--- src/rtl/pwm_ctrl_pkg.sv ---
// ---------------------------------------------------------------------------
// pwm_ctrl_pkg
//   Shared types and constants for the PWM configuration write scheduler.
//   - state_e      : commit FSM states
//   - REG_*        : register index map of the PWM configuration block
//   - *_DEF        : default sizing parameters
//   - addr_in_range: true when a requester address hits an implemented reg
// ---------------------------------------------------------------------------
package pwm_ctrl_pkg;

  typedef enum logic [1:0] {
    IDLE    = 2'd0,
    PENDING = 2'd1,
    COMMIT  = 2'd2
  } state_e;

  localparam int NUM_REGS_DEF       = 5;
  localparam int ADDR_W_DEF         = 7;
  localparam int DATA_W_DEF         = 8;
  localparam int TIMEOUT_CYCLES_DEF = 4096;

  localparam int REG_EN_OUT_LO = 0;
  localparam int REG_EN_OUT_HI = 1;
  localparam int REG_EN_PWM_LO = 2;
  localparam int REG_EN_PWM_HI = 3;
  localparam int REG_DUTY      = 4;

  // Address decode helper: both operands are zero-extended to 32 bits.
  function automatic logic addr_in_range(input logic [31:0] addr,
                                         input logic [31:0] limit);
    return (addr < limit);
  endfunction

endpackage

--- src/rtl/pwm_reg_commit_ctrl_if.sv ---
// ---------------------------------------------------------------------------
// pwm_reg_commit_ctrl_if
//   Register-write bus from the two requesters (0 = SPI, 1 = sequencer).
//   Per requester: valid, addr[ADDR_W], data[DATA_W] toward the scheduler,
//   ready back toward the requester (write accepted when valid & ready).
//   modport master : requester side
//   modport slave  : scheduler side
// ---------------------------------------------------------------------------
interface pwm_reg_commit_ctrl_if #(
  parameter int ADDR_W = 7,
  parameter int DATA_W = 8
) ();

  logic              req0_valid;
  logic [ADDR_W-1:0] req0_addr;
  logic [DATA_W-1:0] req0_data;
  logic              req0_ready;
  logic              req1_valid;
  logic [ADDR_W-1:0] req1_addr;
  logic [DATA_W-1:0] req1_data;
  logic              req1_ready;

  modport master (
    output req0_valid, req0_addr, req0_data,
    input  req0_ready,
    output req1_valid, req1_addr, req1_data,
    input  req1_ready
  );

  modport slave (
    input  req0_valid, req0_addr, req0_data,
    output req0_ready,
    input  req1_valid, req1_addr, req1_data,
    output req1_ready
  );

endinterface

--- src/rtl/pwm_reg_commit_ctrl_rr_arbiter2.sv ---
// ---------------------------------------------------------------------------
// rr_arbiter2
//   Two-way round-robin grant for register writes.
//   Ports: clk, rst (async, active-high), req0_valid/req1_valid (requests),
//          stall (blocks all grants), req0_ready/req1_ready (combinational,
//          independent of the requester's own valid), grant0/grant1.
//   A sole valid requester is served regardless of the pointer; on contention
//   the pointer picks, and after every transfer it points at the other side.
// ---------------------------------------------------------------------------
module rr_arbiter2 (
  input  logic clk,
  input  logic rst,
  input  logic req0_valid,
  input  logic req1_valid,
  input  logic stall,
  output logic req0_ready,
  output logic req1_ready,
  output logic grant0,
  output logic grant1
);

  logic rr_ptr_r;

  assign req0_ready = !stall && (!req1_valid || (rr_ptr_r == 1'b0));
  assign req1_ready = !stall && (!req0_valid || (rr_ptr_r == 1'b1));
  assign grant0     = req0_valid && req0_ready;
  assign grant1     = req1_valid && req1_ready;

  // Round-robin pointer: hand priority to the other requester after a transfer.
  always_ff @(posedge clk or posedge rst) begin
    if (rst) begin
      rr_ptr_r <= 1'b0;
    end else if (grant0) begin
      rr_ptr_r <= 1'b1;
    end else if (grant1) begin
      rr_ptr_r <= 1'b0;
    end else begin
      rr_ptr_r <= rr_ptr_r;
    end
  end

endmodule

--- src/rtl/pwm_reg_commit_ctrl.sv ---
// ---------------------------------------------------------------------------
// pwm_reg_commit_ctrl
//   Write scheduler for the PWM configuration registers. Writes from two
//   requesters are round-robin arbitrated into a shadow set; the whole shadow
//   set is copied to the active set in one cycle (COMMIT) after a PWM period
//   boundary, so a PWM period never sees a half-applied configuration.
//   Ports:
//     clk, rst     : clock, asynchronous active-high reset
//     bus (slave)  : requester write bus, see pwm_reg_commit_ctrl_if
//     period_tick  : 1-cycle pulse at PWM counter wrap
//     reg_out      : active registers, reg k at [k*DATA_W +: DATA_W]
//     pending      : shadow holds uncommitted writes (PENDING or COMMIT)
//     commit       : high during the COMMIT cycle
//     err_addr     : 1-cycle pulse after an accepted write to addr >= NUM_REGS
//   Optional feature macro: PWM_COMMIT_TIMEOUT_EN
//     When defined, TIMEOUT_CYCLES cycles in PENDING without a tick force a
//     commit, guarding against a stalled PWM counter.
// ---------------------------------------------------------------------------
module pwm_reg_commit_ctrl
  import pwm_ctrl_pkg::*;
#(
  parameter int NUM_REGS       = NUM_REGS_DEF,
  parameter int ADDR_W         = ADDR_W_DEF,
  parameter int DATA_W         = DATA_W_DEF,
  parameter int TIMEOUT_CYCLES = TIMEOUT_CYCLES_DEF
) (
  input  logic                         clk,
  input  logic                         rst,
  pwm_reg_commit_ctrl_if.slave         bus,
  input  logic                         period_tick,
  output logic [NUM_REGS*DATA_W-1:0]   reg_out,
  output logic                         pending,
  output logic                         commit,
  output logic                         err_addr
);

  state_e            state_r;
  logic              pending_r;
  logic              commit_r;
  logic              err_addr_r;
  logic [DATA_W-1:0] shadow_r [NUM_REGS];
  logic [DATA_W-1:0] active_r [NUM_REGS];

  logic              stall_s;
  logic              ready0_s;
  logic              ready1_s;
  logic              grant0_s;
  logic              grant1_s;
  logic              wr_en_s;
  logic [ADDR_W-1:0] wr_addr_s;
  logic [DATA_W-1:0] wr_data_s;
  logic              wr_in_range_s;
  logic              wr_ok_s;
  logic              commit_req_s;

  // No transfers during the commit cycle so the copied shadow set is stable.
  assign stall_s = (state_r == COMMIT);

  rr_arbiter2 u_arb (
    .clk        (clk),
    .rst        (rst),
    .req0_valid (bus.req0_valid),
    .req1_valid (bus.req1_valid),
    .stall      (stall_s),
    .req0_ready (ready0_s),
    .req1_ready (ready1_s),
    .grant0     (grant0_s),
    .grant1     (grant1_s)
  );

  assign bus.req0_ready = ready0_s;
  assign bus.req1_ready = ready1_s;

  // Select the granted requester's write and decode its address.
  always_comb begin
    wr_en_s   = grant0_s | grant1_s;
    wr_addr_s = '0;
    wr_data_s = '0;
    if (grant0_s) begin
      wr_addr_s = bus.req0_addr;
      wr_data_s = bus.req0_data;
    end else begin
      wr_addr_s = bus.req1_addr;
      wr_data_s = bus.req1_data;
    end
    wr_in_range_s = addr_in_range(32'(wr_addr_s), 32'(NUM_REGS));
    wr_ok_s       = wr_en_s & wr_in_range_s;
  end

`ifdef PWM_COMMIT_TIMEOUT_EN
  localparam int TMO_W = (TIMEOUT_CYCLES > 1) ? $clog2(TIMEOUT_CYCLES) : 1;
  logic [TMO_W-1:0] tmo_cnt_r;

  // Cycles spent in PENDING; held at zero elsewhere so it restarts on entry.
  always_ff @(posedge clk or posedge rst) begin
    if (rst) begin
      tmo_cnt_r <= '0;
    end else if (state_r == PENDING) begin
      tmo_cnt_r <= tmo_cnt_r + 1'b1;
    end else begin
      tmo_cnt_r <= '0;
    end
  end

  assign commit_req_s = period_tick | (tmo_cnt_r == TMO_W'(TIMEOUT_CYCLES - 1));
`else
  assign commit_req_s = period_tick;
`endif

  // Commit FSM with registered pending/commit/err_addr outputs.
  always_ff @(posedge clk or posedge rst) begin
    if (rst) begin
      state_r    <= IDLE;
      pending_r  <= 1'b0;
      commit_r   <= 1'b0;
      err_addr_r <= 1'b0;
    end else begin
      err_addr_r <= wr_en_s & ~wr_in_range_s;
      case (state_r)
        IDLE: begin
          // A tick here is ignored; only an in-range write arms a commit.
          if (wr_ok_s) begin
            state_r   <= PENDING;
            pending_r <= 1'b1;
          end else begin
            state_r   <= IDLE;
            pending_r <= 1'b0;
          end
          commit_r <= 1'b0;
        end
        PENDING: begin
          if (commit_req_s) begin
            state_r  <= COMMIT;
            commit_r <= 1'b1;
          end else begin
            state_r  <= PENDING;
            commit_r <= 1'b0;
          end
          pending_r <= 1'b1;
        end
        COMMIT: begin
          state_r   <= IDLE;
          pending_r <= 1'b0;
          commit_r  <= 1'b0;
        end
        default: begin
          state_r   <= IDLE;
          pending_r <= 1'b0;
          commit_r  <= 1'b0;
        end
      endcase
    end
  end

  // Shadow set: accepted in-range writes land here; later writes overwrite.
  always_ff @(posedge clk or posedge rst) begin
    if (rst) begin
      for (int k = 0; k < NUM_REGS; k++) begin
        shadow_r[k] <= '0;
      end
    end else begin
      for (int k = 0; k < NUM_REGS; k++) begin
        if (wr_ok_s && (wr_addr_s == ADDR_W'(k))) begin
          shadow_r[k] <= wr_data_s;
        end else begin
          shadow_r[k] <= shadow_r[k];
        end
      end
    end
  end

  // Active set: whole shadow copied at the edge closing the COMMIT cycle.
  always_ff @(posedge clk or posedge rst) begin
    if (rst) begin
      for (int k = 0; k < NUM_REGS; k++) begin
        active_r[k] <= '0;
      end
    end else if (state_r == COMMIT) begin
      for (int k = 0; k < NUM_REGS; k++) begin
        active_r[k] <= shadow_r[k];
      end
    end else begin
      for (int k = 0; k < NUM_REGS; k++) begin
        active_r[k] <= active_r[k];
      end
    end
  end

  // Flatten the active set onto the output bus.
  always_comb begin
    reg_out = '0;
    for (int k = 0; k < NUM_REGS; k++) begin
      reg_out[k*DATA_W +: DATA_W] = active_r[k];
    end
  end

  assign pending  = pending_r;
  assign commit   = commit_r;
  assign err_addr = err_addr_r;

endmodule

--- src/flat_wrapper.sv ---
// flat-port wrapper written by rule: the top's interface ports become plain ports
module pwm_reg_commit_ctrl_flat import pwm_ctrl_pkg::*;
#(
  parameter int NUM_REGS       = NUM_REGS_DEF,
  parameter int ADDR_W         = ADDR_W_DEF,
  parameter int DATA_W         = DATA_W_DEF,
  parameter int TIMEOUT_CYCLES = TIMEOUT_CYCLES_DEF
)
  (clk, rst, period_tick, reg_out, pending, commit, err_addr, bus_req0_valid, bus_req0_addr, bus_req0_data, bus_req0_ready, bus_req1_valid, bus_req1_addr, bus_req1_data, bus_req1_ready);
  pwm_reg_commit_ctrl_if #(.ADDR_W(ADDR_W), .DATA_W(DATA_W)) bus_i ();
  input  logic clk;
  input  logic rst;
  input  logic period_tick;
  output logic [NUM_REGS*DATA_W-1:0] reg_out;
  output logic pending;
  output logic commit;
  output logic err_addr;
  input wire logic [$bits(bus_i.req0_valid)-1:0] bus_req0_valid;
  input wire logic [$bits(bus_i.req0_addr)-1:0] bus_req0_addr;
  input wire logic [$bits(bus_i.req0_data)-1:0] bus_req0_data;
  output wire logic [$bits(bus_i.req0_ready)-1:0] bus_req0_ready;
  input wire logic [$bits(bus_i.req1_valid)-1:0] bus_req1_valid;
  input wire logic [$bits(bus_i.req1_addr)-1:0] bus_req1_addr;
  input wire logic [$bits(bus_i.req1_data)-1:0] bus_req1_data;
  output wire logic [$bits(bus_i.req1_ready)-1:0] bus_req1_ready;
  assign bus_i.req0_valid = bus_req0_valid;
  assign bus_i.req0_addr = bus_req0_addr;
  assign bus_i.req0_data = bus_req0_data;
  assign bus_req0_ready = bus_i.req0_ready;
  assign bus_i.req1_valid = bus_req1_valid;
  assign bus_i.req1_addr = bus_req1_addr;
  assign bus_i.req1_data = bus_req1_data;
  assign bus_req1_ready = bus_i.req1_ready;
  pwm_reg_commit_ctrl #(.NUM_REGS(NUM_REGS), .ADDR_W(ADDR_W), .DATA_W(DATA_W), .TIMEOUT_CYCLES(TIMEOUT_CYCLES)) u_core (.clk(clk), .rst(rst), .bus(bus_i), .period_tick(period_tick), .reg_out(reg_out), .pending(pending), .commit(commit), .err_addr(err_addr));
endmodule
--- config.mk ---
export PLATFORM = sky130hd
export DESIGN_NAME = pwm_reg_commit_ctrl_flat
export DESIGN_NICKNAME = d
export VERILOG_FILES = /design/src/rtl/pwm_ctrl_pkg.sv /design/src/rtl/pwm_reg_commit_ctrl_if.sv /design/src/rtl/pwm_reg_commit_ctrl_rr_arbiter2.sv /design/src/rtl/pwm_reg_commit_ctrl.sv /design/src/flat_wrapper.sv
export SDC_FILE = /design/constraint.sdc
export NUM_CORES = 1
export LEC_CHECK = 0
export CORE_MARGIN = 2
export CORE_UTILIZATION = 54
export CTS_CLUSTER_DIAMETER = 60
export CTS_CLUSTER_SIZE = 16
export DETAILED_ROUTE_END_ITERATION = 8
export DONT_BUFFER_PORTS = 1
export GPL_TIMING_DRIVEN = 0
export HOLD_SLACK_MARGIN = 0.15
export PLACE_DENSITY = 0.72
export SYNTH_ARGS = -nofsm -noshare
export SYNTH_HDL_FRONTEND = slang
export SYNTH_SLANG_ARGS = --single-unit
--- constraint.sdc ---
create_clock -name clk -period 2.35 [get_ports clk]
set_input_delay 0.235 -clock clk [delete_from_list [all_inputs] [get_ports clk]]
set_output_delay 0.235 -clock clk [all_outputs]
set_load 0.03 [all_outputs]
==> impl_results.md, run 1 <==
- Status: completed
- Clk slew on worst S/H paths: 0.09 ns
- Slew Viols, Final: 0
- Post-synthesis cell count: 330
- Clock Latency Late Sink: 0.35 ns
- Synth Cell Area: 3500 um^2
- Period utilization: 97.2%
- Final setup viols: 0
- H-tree depth: 3
- Critical path's top delay family: compound AO/OA/AOI/OAI gates
- Max Fclk: 438 MHz
- CP max stage cell: a21oi_1
- Vias in the first global route: 2330
- RSZ-0062 raised after global routing: true
- Normalized max-slew margin: 42.8%
- Core box area: 6310 um^2
- DR WL/cell: 16.8 um
- Port buffer count: 0
- Largest net degree at the start of global routing: 41
- WP buf/inv: 2
- Worst setup EP type: output port
- Clk sinks: 85
- Yosys reg bits: 85
- Most frequent cells in the layout: nand2_1, dfrtp_1, mux2_2
- Initial DRT Pass Iterations: 4
- Critical path launch point type: flip-flop
- Initial antenna violation count: 0
- Initial Util: 55.5%
- Max VDD drop: 533 uV
- Routed vias: 2299
- DRT antenna net count: 0
- CTS Buf Count: 9
- # IOs: 80
- Worst hold path class: in2reg
- Diode count: 0
- Compound-Gate Fraction of Synth Area: 3.18%
- Register area share after synthesis: 60.7%
- Site Rows: 29
- Syn_area_per_cell: 10.6 um^2
- Critical Path Max Stage Delay: 0.57 ns
- Worst-Margin Slew: 0.852 ns
- Hold Slack: 0.177 ns
- Synth warn: 0
- TritonCTS clock tree: done
- Pleak: 2.06 nW
- Post-layout net count: 382
- Global-route congestion overflow total: 0
- Post-synthesis mux area share: 13.1%
- DRC Markers: 0
- Int Pwr: 2.44 mW
- Post-DP HPWL: 4960 um
- Seq pwr share: 55.9%
- Synth Area in Simple Gates: 20.4%
- DR vias/cell: 5.36
- Critical-path cell list: nor2b_1, clkbuf_1, clkbuf_1, a21oi_1
- Die ar.: 7150 um^2
- Place WS: 0.0612 ns
- Tot GR Track Use: 21.6%
- Total of max-cap violations: 0
- Worst EP required: 2.12 ns
- Combinational fraction of design power: 9.5%
- Sw Share: 28.5%
- Cell variety after synth: 26
- Synth Area in XOR/XNOR: 0%
- Crit path kind: reg2out
- Routed WL: 7220 um
- Final WS setup: 0.0664 ns
- Setup Skew: 0.00889 ns
- Largest family of logic cells by synthesized area: simple AND/OR/NAND/NOR gates
- 1st-iter DRT viols: 101
- Die W: 84.6 um
- Final Power: 3.41 mW
- Clk network pwr share: 34.6%
- Gpl congestion: 0.758
- CP max FO: 10
- Area Growth Syn to Fin: 11.8%
- Period minus WS final: 2.28 ns
- CTS Root Cell: clkbuf_8
- Net switching power: 970 uW
- Clock Path Buffers: 2
- Post-Synth Adder-Cell Area: 0%
- Hold Fails Final Rpt: 0
- First-pass GRT wire length: 11700 um
- Ratio of cells with drive above 1 in the final layout: 20.2%
- Die height: 84.6 um
- Most common cell after layout, fill and taps aside: nand2_1
- Power density over the cells: 870 nW/um^2
- Crit path DAT: 2.05 ns
- Crit-path most repeated cell: clkbuf_1
- Mapped Nets: 365
## tightest hold or removal path, cell delays in order
cell	delay (ns)
nor4_1	0.05
nand2_1	0.06
mux2i_1	0.07
nor2_1	0.08
## sequential cells by signal, summed over array words and instances, names as in the netlist
signal / flops
u_core.reg_out: 40
u_core.pending: 1
u_core.shadow_r: 40
u_core.err_addr: 1
u_core.u_arb.rr_ptr_r: 1
u_core.commit: 1
u_core.state_r: 1
## per-layer routing
| layer | vias to the layer above | track usage (%) | wire (um) |
|---|---|---|---|
| li1 | 1098 | - | - |
| met1 | 1134 | 30.4 | 3370 |
| met4 | 0 | 7.50 | 80 |
| met2 | 61 | 31.7 | 3310 |
| met3 | 6 | 7.08 | 448 |
| met5 | - | 0 | 0 |
## cell type report
cell class              count  area (um^2)
plain buffers              15         75.1
flip-flops and latches     85         2130
clock buffers              11          151
clock inverters             5         81.3
fillers                   540         2390
repair buffers              6         80.1
inverters                   4         18.8
well taps                  77         96.3
multi-input cells         226         1290
## logic make-up after synthesis
logic type,count (synthesis)
buffers and inverters,19
and+or+nand+nor,171
muxes,41
AOI/OAI and AO/OA,14
DFF,85
## worst paths after layout
kind	depth (start not counted)	endpoint	from	slack, ns
min in group asynchronous	2	u_core.reg_out[29]$_DFFE_PP0N_	rst	0.33
worst max register to register	7	u_core.shadow_r[16]$_DFFE_PP0P_	u_core.state_r[0]$_DFF_PP0_	0.14
max in group asynchronous	3	u_core.shadow_r[0]$_DFFE_PP0P_	rst	1.52
worst min register to register	2	u_core.reg_out[32]$_DFFE_PP0N_	u_core.shadow_r[0]$_DFFE_PP0P_	0.46
worst min-delay path	4	u_core.err_addr$_DFF_PP0_	bus_req1_addr[3]	0.18
worst max-delay path	4	bus_req0_ready	u_core.commit$_DFF_PP0_	0.07
## power by group through the flow
stage / clock network (mW) / logic [mW] / registers, mW
2_1_floorplan: 0 / 0.248 / 1.90
3_3_place_gp: 0 / 0.296 / 1.93
3_5_place_dp: 0 / 0.317 / 1.94
4_1_cts: 1.20 / 0.327 / 1.91
5_1_grt: 1.26 / 0.368 / 1.93
6_report: 1.18 / 0.323 / 1.91
## synth_stat cells
cell | instances | share of area, %
inv_1 | 4 | 0.43
dfrtp_1 | 85 | 61
a21oi_1 | 4 | 0.57
o22ai_1 | 1 | 0.18
a21oi_4 | 3 | 1.4
and2b_2 | 1 | 0.25
mux2i_1 | 1 | 0.29
a21o_1 | 2 | 0.43
o21ai_0 | 2 | 0.29
a31oi_1 | 1 | 0.18
mux2_2 | 40 | 13
buf_6 | 1 | 0.32
nor4_1 | 2 | 0.36
o21ai_1 | 1 | 0.14
nor2b_1 | 2 | 0.36
and3_1 | 1 | 0.18
nand4_1 | 4 | 0.71
buf_4 | 2 | 0.43
buf_2 | 3 | 0.43
nand4b_4 | 1 | 0.68
nand2_1 | 147 | 16
nand4b_1 | 3 | 0.75
clkbuf_1 | 9 | 0.96
nand2b_1 | 3 | 0.54
nand3_1 | 3 | 0.43
nor2_1 | 4 | 0.43
## per-stage QoR
| stage | setup TNS [ns] | cells | utilization [%] | area (um^2) |
|---|---|---|---|---|
| global route | -0.0172 | 429 | 62.1 | 3920 |
| CTS | -0.0400 | 429 | 62.0 | 3920 |
| global placement | 0 | 407 | 57.1 | 3600 |
| floorplan | 0 | 330 | - | 3510 |
| finish | 0 | 429 | 62.1 | 3920 |
| detailed placement | 0 | 409 | 57.7 | 3640 |
## repair_timing
action                                  4_1_cts  5_1_grt
resized for setup                             0        1
hold endpoints to repair                     88        0
endpoints found under the setup margin        2       18
setup buffers                                 0        0
hold buffers                                  4        0
(Power assumes the default switching activity.)
==> run 2, diff against run 1 <==
--- a/config.mk
+++ b/config.mk
@@ -5,6 +5,7 @@
 export SDC_FILE = /design/constraint.sdc
 export NUM_CORES = 1
 export LEC_CHECK = 0
+export CAP_MARGIN = 40
 export CORE_MARGIN = 2
 export CORE_UTILIZATION = 54
 export CTS_CLUSTER_DIAMETER = 60
@@ -13,7 +14,8 @@
 export DONT_BUFFER_PORTS = 1
 export GPL_TIMING_DRIVEN = 0
 export HOLD_SLACK_MARGIN = 0.15
-export PLACE_DENSITY = 0.72
+export PLACE_DENSITY = 0.69
+export RECOVER_POWER = 100
 export SYNTH_ARGS = -nofsm -noshare
 export SYNTH_HDL_FRONTEND = slang
 export SYNTH_SLANG_ARGS = --single-unit
==> constraint.sdc (replaced) <==
create_clock -name clk -period 2.2 [get_ports clk]
set_input_delay 0.22 -clock clk [delete_from_list [all_inputs] [get_ports clk]]
set_output_delay 0.22 -clock clk [all_outputs]
set_load 0.03 [all_outputs]
==> impl_results.md, run 2 (synthesis gave the netlist of run 1 again) <==
- TritonCTS clock tree: done
- DR WL/cell: 16.9 um
- Core box area: 6310 um^2
- Crit path kind: reg2reg
- Most common cell after layout, fill and taps aside: nand2_1
- Period minus WS final: 2.10 ns
- Crit path DAT: 2.33 ns
- Max VDD drop: 516 uV
- DRT antenna net count: 0
- CP max FO: 9
- DRC Markers: 0
- Hold path cells: 4
- Routed WL: 7270 um
- Status: completed
- Final WS setup: 0.102 ns
- CTS Root Cell: clkbuf_8
- Hold Fails Final Rpt: 0
- Placed insts: 409
- Routed vias: 2329
- Critical path launch point type: flip-flop
- Post-DP HPWL: 4990 um
- Vias in the first global route: 2424
- Setup Skew: 0.00857 ns
- Place WS: -0.0588 ns
- Clock Path Buffers: 2
- Port buffer count: 0
- Power density over the cells: 900 nW/um^2
- Final setup viols: 0
- Site Rows: 29
- CTS Buf Count: 9
- Worst setup EP type: flip-flop
- Area Growth Syn to Fin: 12.1%
- Total of max-cap violations: 0
- Clk sinks: 85
- 1st-iter DRT viols: 161
- Period utilization: 95.4%
- Reg2Reg Depth: 7
- Initial antenna violation count: 0
- Most frequent cells in the layout: nand2_1, dfrtp_1, mux2_2
- Initial Util: 55.5%
- Die W: 84.6 um
- Clk slew on worst S/H paths: 0.09 ns
- Worst EP required: 2.44 ns
- Worst-Margin Slew: 0.946 ns
- Worst hold path class: in2reg
- Ratio of cells with drive above 1 in the final layout: 21.2%
- Die ar.: 7150 um^2
- # IOs: 80
- Die height: 84.6 um
- Initial DRT Pass Iterations: 4
- Slew Viols, Final: 0
- Global-route congestion overflow total: 0
- Largest net degree at the start of global routing: 39
- Non-Filler Instances: 431
- Max Fclk: 477 MHz
- First-pass GRT wire length: 11900 um
- Pleak: 2.06 nW
- Normalized max-slew margin: 36.9%
- Filler instances: 534
- Clock Latency Late Sink: 0.36 ns
- Gpl congestion: 0.737
- Post-layout net count: 384
- H-tree depth: 3
- Diode count: 0
- Tot GR Track Use: 21.6%
- DR vias/cell: 5.40
run 2: cell count changes in the layout (fill, tap and decap cells not counted), moves of 2 or more:
cell	previous run	this run
a21oi_1	4	2
a21oi_2	0	2
buf_2	3	0
clkinv_2	2	0
clkbuf_2	0	4
run 2: area by class of cell:
class	instances	area (um^2)	share of cell area, %
Buffer	15	78.8	2.01
Clock buffer	12	155	3.95
Clock inverter	4	55.1	1.40
Inverter	4	16.3	0.414
Multi-Input combinational cell	226	1290	33.0
Sequential cell	85	2130	54.2
Tap cell	77	96.3	2.45
Timing Repair Buffer	8	105	2.67
run 2: worst max-delay path, stage by stage, from the launching register on:
cell      delay (ns)
dfrtp_2         0.50
nand2b_1        0.10
buf_4           0.15
and3_1          0.17
buf_4           0.13
nand4b_1        0.17
a21oi_4         0.38
mux2_2          0.39
run 2: final timing paths:
path	from	end	slack, ns
worst max-delay path	u_core.commit$_DFF_PP0_	u_core.shadow_r[25]$_DFFE_PP0P_	0.10
worst min register to register	u_core.shadow_r[25]$_DFFE_PP0P_	u_core.reg_out[9]$_DFFE_PP0N_	0.47
max in group asynchronous	rst	u_core.commit$_DFF_PP0_	0.30
worst max register to register	u_core.commit$_DFF_PP0_	u_core.shadow_r[25]$_DFFE_PP0P_	0.10
worst min-delay path	bus_req1_addr[3]	u_core.err_addr$_DFF_PP0_	0.17
min in group asynchronous	rst	u_core.reg_out[0]$_DFFE_PP0N_	0.44
run 2: where the power goes:
| part | switching [mW] | internal [mW] | leakage, nW |
|---|---|---|---|
| Clock | 0.564 | 0.594 | 0.103 |
| Combinational | 0.193 | 0.153 | 0.802 |
| Sequential | 0.287 | 1.75 | 1.15 |
run 2: repair_timing:
item | in CTS | in global routing
setup buffers | 1 | 1
hold buffers | 4 | 0
setup endpoints to repair | 18 | 16
gates resized for setup | 3 | 3
hold endpoints to repair | 60 | 0
pin swaps | 1 | 1
cloned | 0 | 0
run 2: metrics by stage:
stage	hold slack (ns)	total power, mW	util [%]	TNS, ns	area, um^2
floorplan	0.309	2.30	-	0	3510
global placement	0.313	2.38	57.1	-0.390	3600
detailed placement	0.136	2.41	57.7	-0.747	3640
CTS	0.159	3.56	62.1	0	3920
global route	0.202	3.69	62.2	-0.00416	3930
finish	0.165	3.54	62.2	0	3930
run 2: routing by layer:
| layer | vias to the layer above | track usage [%] | share of wire, % | wire length, um |
|---|---|---|---|---|
| met5 | - | 0 | 0 | 0 |
| met4 | 0 | 6.49 | 1.7 | 122 |
| met3 | 13 | 7.28 | 4.7 | 344 |
| met2 | 51 | 34.6 | 48 | 3490 |
| met1 | 1159 | 28.1 | 46 | 3310 |
| li1 | 1106 | - | - | - |
==> run 3, diff against run 2 <==
--- a/config.mk
+++ b/config.mk
@@ -13,7 +13,6 @@
 export DETAILED_ROUTE_END_ITERATION = 8
 export DONT_BUFFER_PORTS = 1
 export GPL_TIMING_DRIVEN = 0
-export HOLD_SLACK_MARGIN = 0.15
 export PLACE_DENSITY = 0.69
 export RECOVER_POWER = 100
 export SYNTH_ARGS = -nofsm -noshare
==> constraint.sdc (replaced) <==
create_clock -name clk -period 2.2 [get_ports clk]
set_input_delay 0.22 -clock clk [delete_from_list [all_inputs] [get_ports clk]]
set_output_delay 0.22 -clock clk [all_outputs]
set_load 0.1 [all_outputs]
==> impl_results.md, run 3 (synthesis gave the netlist of run 1 again) <==
- Status: completed
- Core Util, Final: 64.2%
- Hold_sp: bus_req0_valid
- Crit path DAT: 2.39 ns
- Critical path launch point type: flip-flop
- CP max stage cell: dfrtp_4
- CP max FO: 8
- Die ar.: 7150 um^2
- TritonCTS clock tree: done
- 1st-iter DRT viols: 121
- Clk slew on worst S/H paths: 0.08 ns
- Worst Setup SP: u_core.commit$_DFF_PP0_
- Reg2Reg Setup Slack: 0.04 ns
- Largest net degree at the start of global routing: 38
- Most frequent cells in the layout: nand2_1, dfrtp_1, mux2_2
- Clock Path Buffers: 2
- Initial Util: 55.5%
- Crit path kind: reg2reg
- Worst-Margin Slew: 1.22 ns
- Placed insts: 424
- Crit-path most repeated cell: buf_6
- Routed vias: 2427
- Reg2Reg Depth: 9
- H-tree depth: 3
- DR WL/cell: 16.7 um
- Reg-to-reg endpoint: u_core.shadow_r[20]$_DFFE_PP0P_
- Period minus WS final: 2.16 ns
- Die W: 84.6 um
- # IOs: 80
- Power density over the cells: 969 nW/um^2
- Total of max-cap violations: 0
- Initial DRT Pass Iterations: 4
- DRT antenna net count: 0
- Hold worst-path end: u_core.u_arb.rr_ptr_r$_DFFE_PP0P_
- Die height: 84.6 um
- CTS Root Cell: clkbuf_8
- Clock Latency Late Sink: 0.35 ns
- Non-Filler Instances: 447
- Max VDD drop: 530 uV
- Core box area: 6310 um^2
- Hold path cells: 2
- Routed WL: 7450 um
- DR vias/cell: 5.43
- DRC Markers: 0
- Worst hold path class: in2reg
- Normalized max-slew margin: 18.5%
- Most common cell after layout, fill and taps aside: nand2_1
- Post-DP HPWL: 5290 um
- Final setup viols: 0
- Area Growth Syn to Fin: 15.7%
- Worst EP required: 2.43 ns
- Max Fclk: 464 MHz
- Filler instances: 527
- Gpl congestion: 0.741
- Hold Fails Final Rpt: 0
- Global-route congestion overflow total: 0
- First-pass GRT wire length: 12300 um
- Pleak: 2.11 nW
- TNS Setup: 0 ns
- Site Rows: 29
- Post-layout net count: 402
- Final Power: 3.93 mW
- Slew Viols, Final: 0
- Initial antenna violation count: 0
- Critical-path cell list: nand2b_1, buf_6, and3_4, buf_6, buf_8, nand4b_4, a21oi_4, buf_12, mux2_2
- Vias in the first global route: 2523
- Tot GR Track Use: 22.6%
- Critical Path Max Stage Delay: 0.63 ns
- CTS Buf Count: 9
- Clk sinks: 85
- Port buffer count: 0
- FF-to-FF Start: u_core.commit$_DFF_PP0_
- Period utilization: 98.0%
- RSZ-0062 raised after global routing: true
- Setup Skew: 0.00839 ns
- Ratio of cells with drive above 1 in the final layout: 21.9%
- Worst setup EP type: flip-flop
- Diode count: 0
## run 3: changes by cell type in the layout (fill, tap and decap cells not counted), moves of 2 or more
cell	change
clkbuf_1	+14
buf_2	+2
clkbuf_8	-2
buf_6	+2
buf_8	+3
mux2_2	-2
mux2_4	+2
clkinv_2	+2
buf_12	+2
clkbuf_2	-2
## run 3: worst max-delay path: cells and delay by family (launching register included)
family | cells | cell delay, ns
muxes | 1 | 0.33
AOI/OAI and AO/OA | 1 | 0.18
and+or+nand+nor | 3 | 0.41
DFF | 1 | 0.63
buffers and inverters | 4 | 0.47
## run 3: through the flow
step	setup slack (ns)	instance area, um^2	hold WS [ns]
floorplan	-0.0359	3520	0.309
global placement	-0.226	3610	0.313
detailed placement	-0.208	4050	0.176
CTS	0.0153	4340	0.0387
global route	-0.0369	4050	0.0616
finish	0.0445	4050	0.0555
## run 3: worst max-delay path by stage
stage,to,cells past startpoint
final,u_core.shadow_r[20]$_DFFE_PP0P_,9
after detailed placement,u_core.shadow_r[20]$_DFFE_PP0P_,7
after CTS,u_core.shadow_r[22]$_DFFE_PP0P_,9
after global routing,u_core.shadow_r[17]$_DFFE_PP0P_,9
after global placement,bus_req1_ready,4
after floorplan,bus_req0_ready,4
## run 3: routing by layer
layer | GRT usage (%) | routed length [um] | share of wire [%]
met1 | 29.7 | 3240 | 43
met3 | 5.80 | 434 | 5.8
met5 | 0 | 0 | 0
met4 | 7.79 | 99 | 1.3
met2 | 36.8 | 3670 | 49
## run 3: report_power, final
group	internal, mW	switching, mW	leakage [nW]	total [mW]
Sequential	1.74	0.531	1.15	2.27
Combinational	0.192	0.462	0.864	0.654
Clock	0.509	0.494	0.0890	1.00
Total	2.44	1.49	2.11	3.93
## run 3: layout make-up
cell class | count | area (um^2) | share of cell area, %
Inverter | 4 | 16.3 | 0.401
Tap cell | 77 | 96.3 | 2.38
Multi-Input combinational cell | 226 | 1320 | 32.5
Buffer | 14 | 90.1 | 2.22
Clock buffer | 11 | 131 | 3.24
Timing Repair Buffer | 27 | 233 | 5.74
Sequential cell | 85 | 2130 | 52.6
Clock inverter | 3 | 40.0 | 0.988
## run 3: what timing repair did
action                     4_1_cts  5_1_grt
pin swaps                        3        2
setup endpoints to repair       42       34
buffers inserted                 4        2
gates cloned                     0        0
gates resized for setup          7        7
hold endpoints to repair        26        0
hold buffers                     3        0
==> patch (flow settings as in run 3) <==
The 3 states of `state_e` get a one-hot encoding in 3 bits.
--- a/src/rtl/pwm_ctrl_pkg.sv
+++ b/src/rtl/pwm_ctrl_pkg.sv
@@ -8,10 +8,10 @@
 // ---------------------------------------------------------------------------
 package pwm_ctrl_pkg;
 
-  typedef enum logic [1:0] {
-    IDLE    = 2'd0,
-    PENDING = 2'd1,
-    COMMIT  = 2'd2
+  typedef enum logic [2:0] {
+    IDLE    = 3'b001,
+    PENDING = 3'b010,
+    COMMIT  = 3'b100
   } state_e;
 
   localparam int NUM_REGS_DEF       = 5;
Check against the original RTL: no difference found for any inputs over 4 cycles, from zero or initial values and one cycle with rst high; so few cycles prove little.
==> patch against run 3 <==
  * Worst setup slack improved by 0.028 ns
  * Maximum frequency is 1.3% higher
  * Wire length increased by 6.2%
  * First-iteration DRC count up 9.1%
  * Final cell count down 3.4%
  * Global-route usage is 0.59 points higher
  * Sequential cell count is 2 higher
  * Final area is 3.1% higher
  * Area after synthesis up 4.3%
  * Synthesized cell count fell by 6.1%
Power is not compared: it rests on default switching activity, and its combinational part moved more than twofold at a synthesized area within 25%.
==> patch: results <==
[routing]
wl_per_cell_um = 18.3
drt-initial-drc-count = 132
first_pass_iters = 4
viasPerCell = 5.62
wl_um = 7910

[global_route]
grtUsageTotal_pct = 23.2
grt_pass1_wl_um = 13000
antenna_found_initial = 0
grt_pass1_vias = 2554
grt_max_degree = 34

[logic_synthesis]
synth-compound-area-share_pct = 4.83
yosys-top-cells-area = dfrtp_1 (59%), nand2_1 (13%), mux2_2 (12%)
yosys-top-cells-count = nand2_1 (123), dfrtp_1 (86), mux2_2 (40)
synth_xor_area_share_pct = 0
syn_avg_cell_area_um2 = 11.8
yosysSeqAreaShare_pct = 59.6
synth_cell_type_count = 35
yosys_warnings = 0
synthMuxAreaShare_pct = 15.6
yosys.area_share.adder_pct = 0
ys_async_sr_fraction_pct = 100
syn_nets = 345

[critical_path]
r2r_cells = 6
crit_path_top_delay_cell = dfstp_1
path_delay_family = flip-flops
cp_slowest_stage_delay_ns = 0.56
worstPathArrival_ns = 2.36
critPathMaxFanout = 10

[timing]
max_slew_margin_pct = 5.14
clock_skew_ns = 0.00501

[cts]
numCtsBuffers = 9
cts-htree-levels = 3
cts-root-buf = clkbuf_8
clk_pin_slew_ns = 0.08
clockBufferDepth = 2
clkLatencyLatePin_ns = 0.35

[run_status]
outcome = finished, final reports clean

[layout]
nets = 385
antenna_cells = 0
drive_gt1_share_pct = 25.6
fillCellCount = 483

[placed_design]
place.gp.congestion = 0.840
port_buffers = 0
hpwl_um = 5630
placedCellCount = 409

[pwr]
vdd_drop_max_mv = 0.508
leakage_nw = 2.09

[hold_path]
min_path_type = in -> reg
min_delay_path_depth = 1
==> patch: worst paths after layout <==
kind | to | slack, ns | startpoint
worst min-delay path | u_core.commit | 0.02 | period_tick
min in group asynchronous | u_core.reg_out[15] | 0.64 | rst
worst max register to register | u_core.shadow_r[25] | 0.07 | u_core.state_r[0]
max in group asynchronous | u_core.shadow_r[11] | 0.39 | rst
worst max-delay path | u_core.shadow_r[25] | 0.07 | u_core.state_r[0]
worst min register to register | u_core.reg_out[21] | 0.47 | u_core.shadow_r[21]
==> patch: metal layers <==
metal	vias to the layer above	global-route usage (%)	part of all wire [%]
met2	66	38.0	50
met1	1234	31.1	44
met5	-	0	0
met4	0	9.09	2.0
li1	1114	-	-
met3	13	4.10	3.6
==> patch: final cells by class <==
cell class | instances | area share [%]
flip-flops and latches | 87 | 52.1
well taps | 77 | 2.31
multi-input cells | 209 | 34.1
inverters | 4 | 0.389
plain buffers | 9 | 1.08
clock buffers | 10 | 3.29
clock inverters | 6 | 2.01
repair buffers | 30 | 4.73
==> patch: cell families after synthesis <==
group	count (synthesis)
AO/OA/AOI/OAI	13
buffers and inverters	14
flip-flops	87
multiplexers	48
AND/OR/NAND/NOR	148
==> patch: through the flow <==
stage	util (%)	TNS (ns)	cell area, µm²	setup WS, ns
3_5_place_dp	66.6	-0.0143	4300	-0.00577
3_3_place_gp	58.2	-0.128	3760	-0.128
5_1_grt	64.7	0	4180	0.00424
6_report	64.7	0	4180	0.0726
4_1_cts	70.8	0	4570	0.00124
2_1_floorplan	-	0	3660	0.299
==> patch: what timing repair did <==
| action | 4_1_cts | 5_1_grt |
|---|---|---|
| hold buffers | 2 | 0 |
| endpoints found under the hold margin | 30 | 0 |
| gates resized for setup | 1 | 2 |
| buffers inserted | 2 | 1 |
| setup endpoints to repair | 14 | 15 |
| pin swaps | 1 | 1 |
==> patch: report_power, final <==
group | leakage [nW] | switching (W) | internal (W) | total (W)
combinational | 0.793 | 0.000136 | 0.000131 | 0.000267
sequential | 1.18 | 0.0000716 | 0.00170 | 0.00177
clock | 0.116 | 0.000556 | 0.000667 | 0.00122
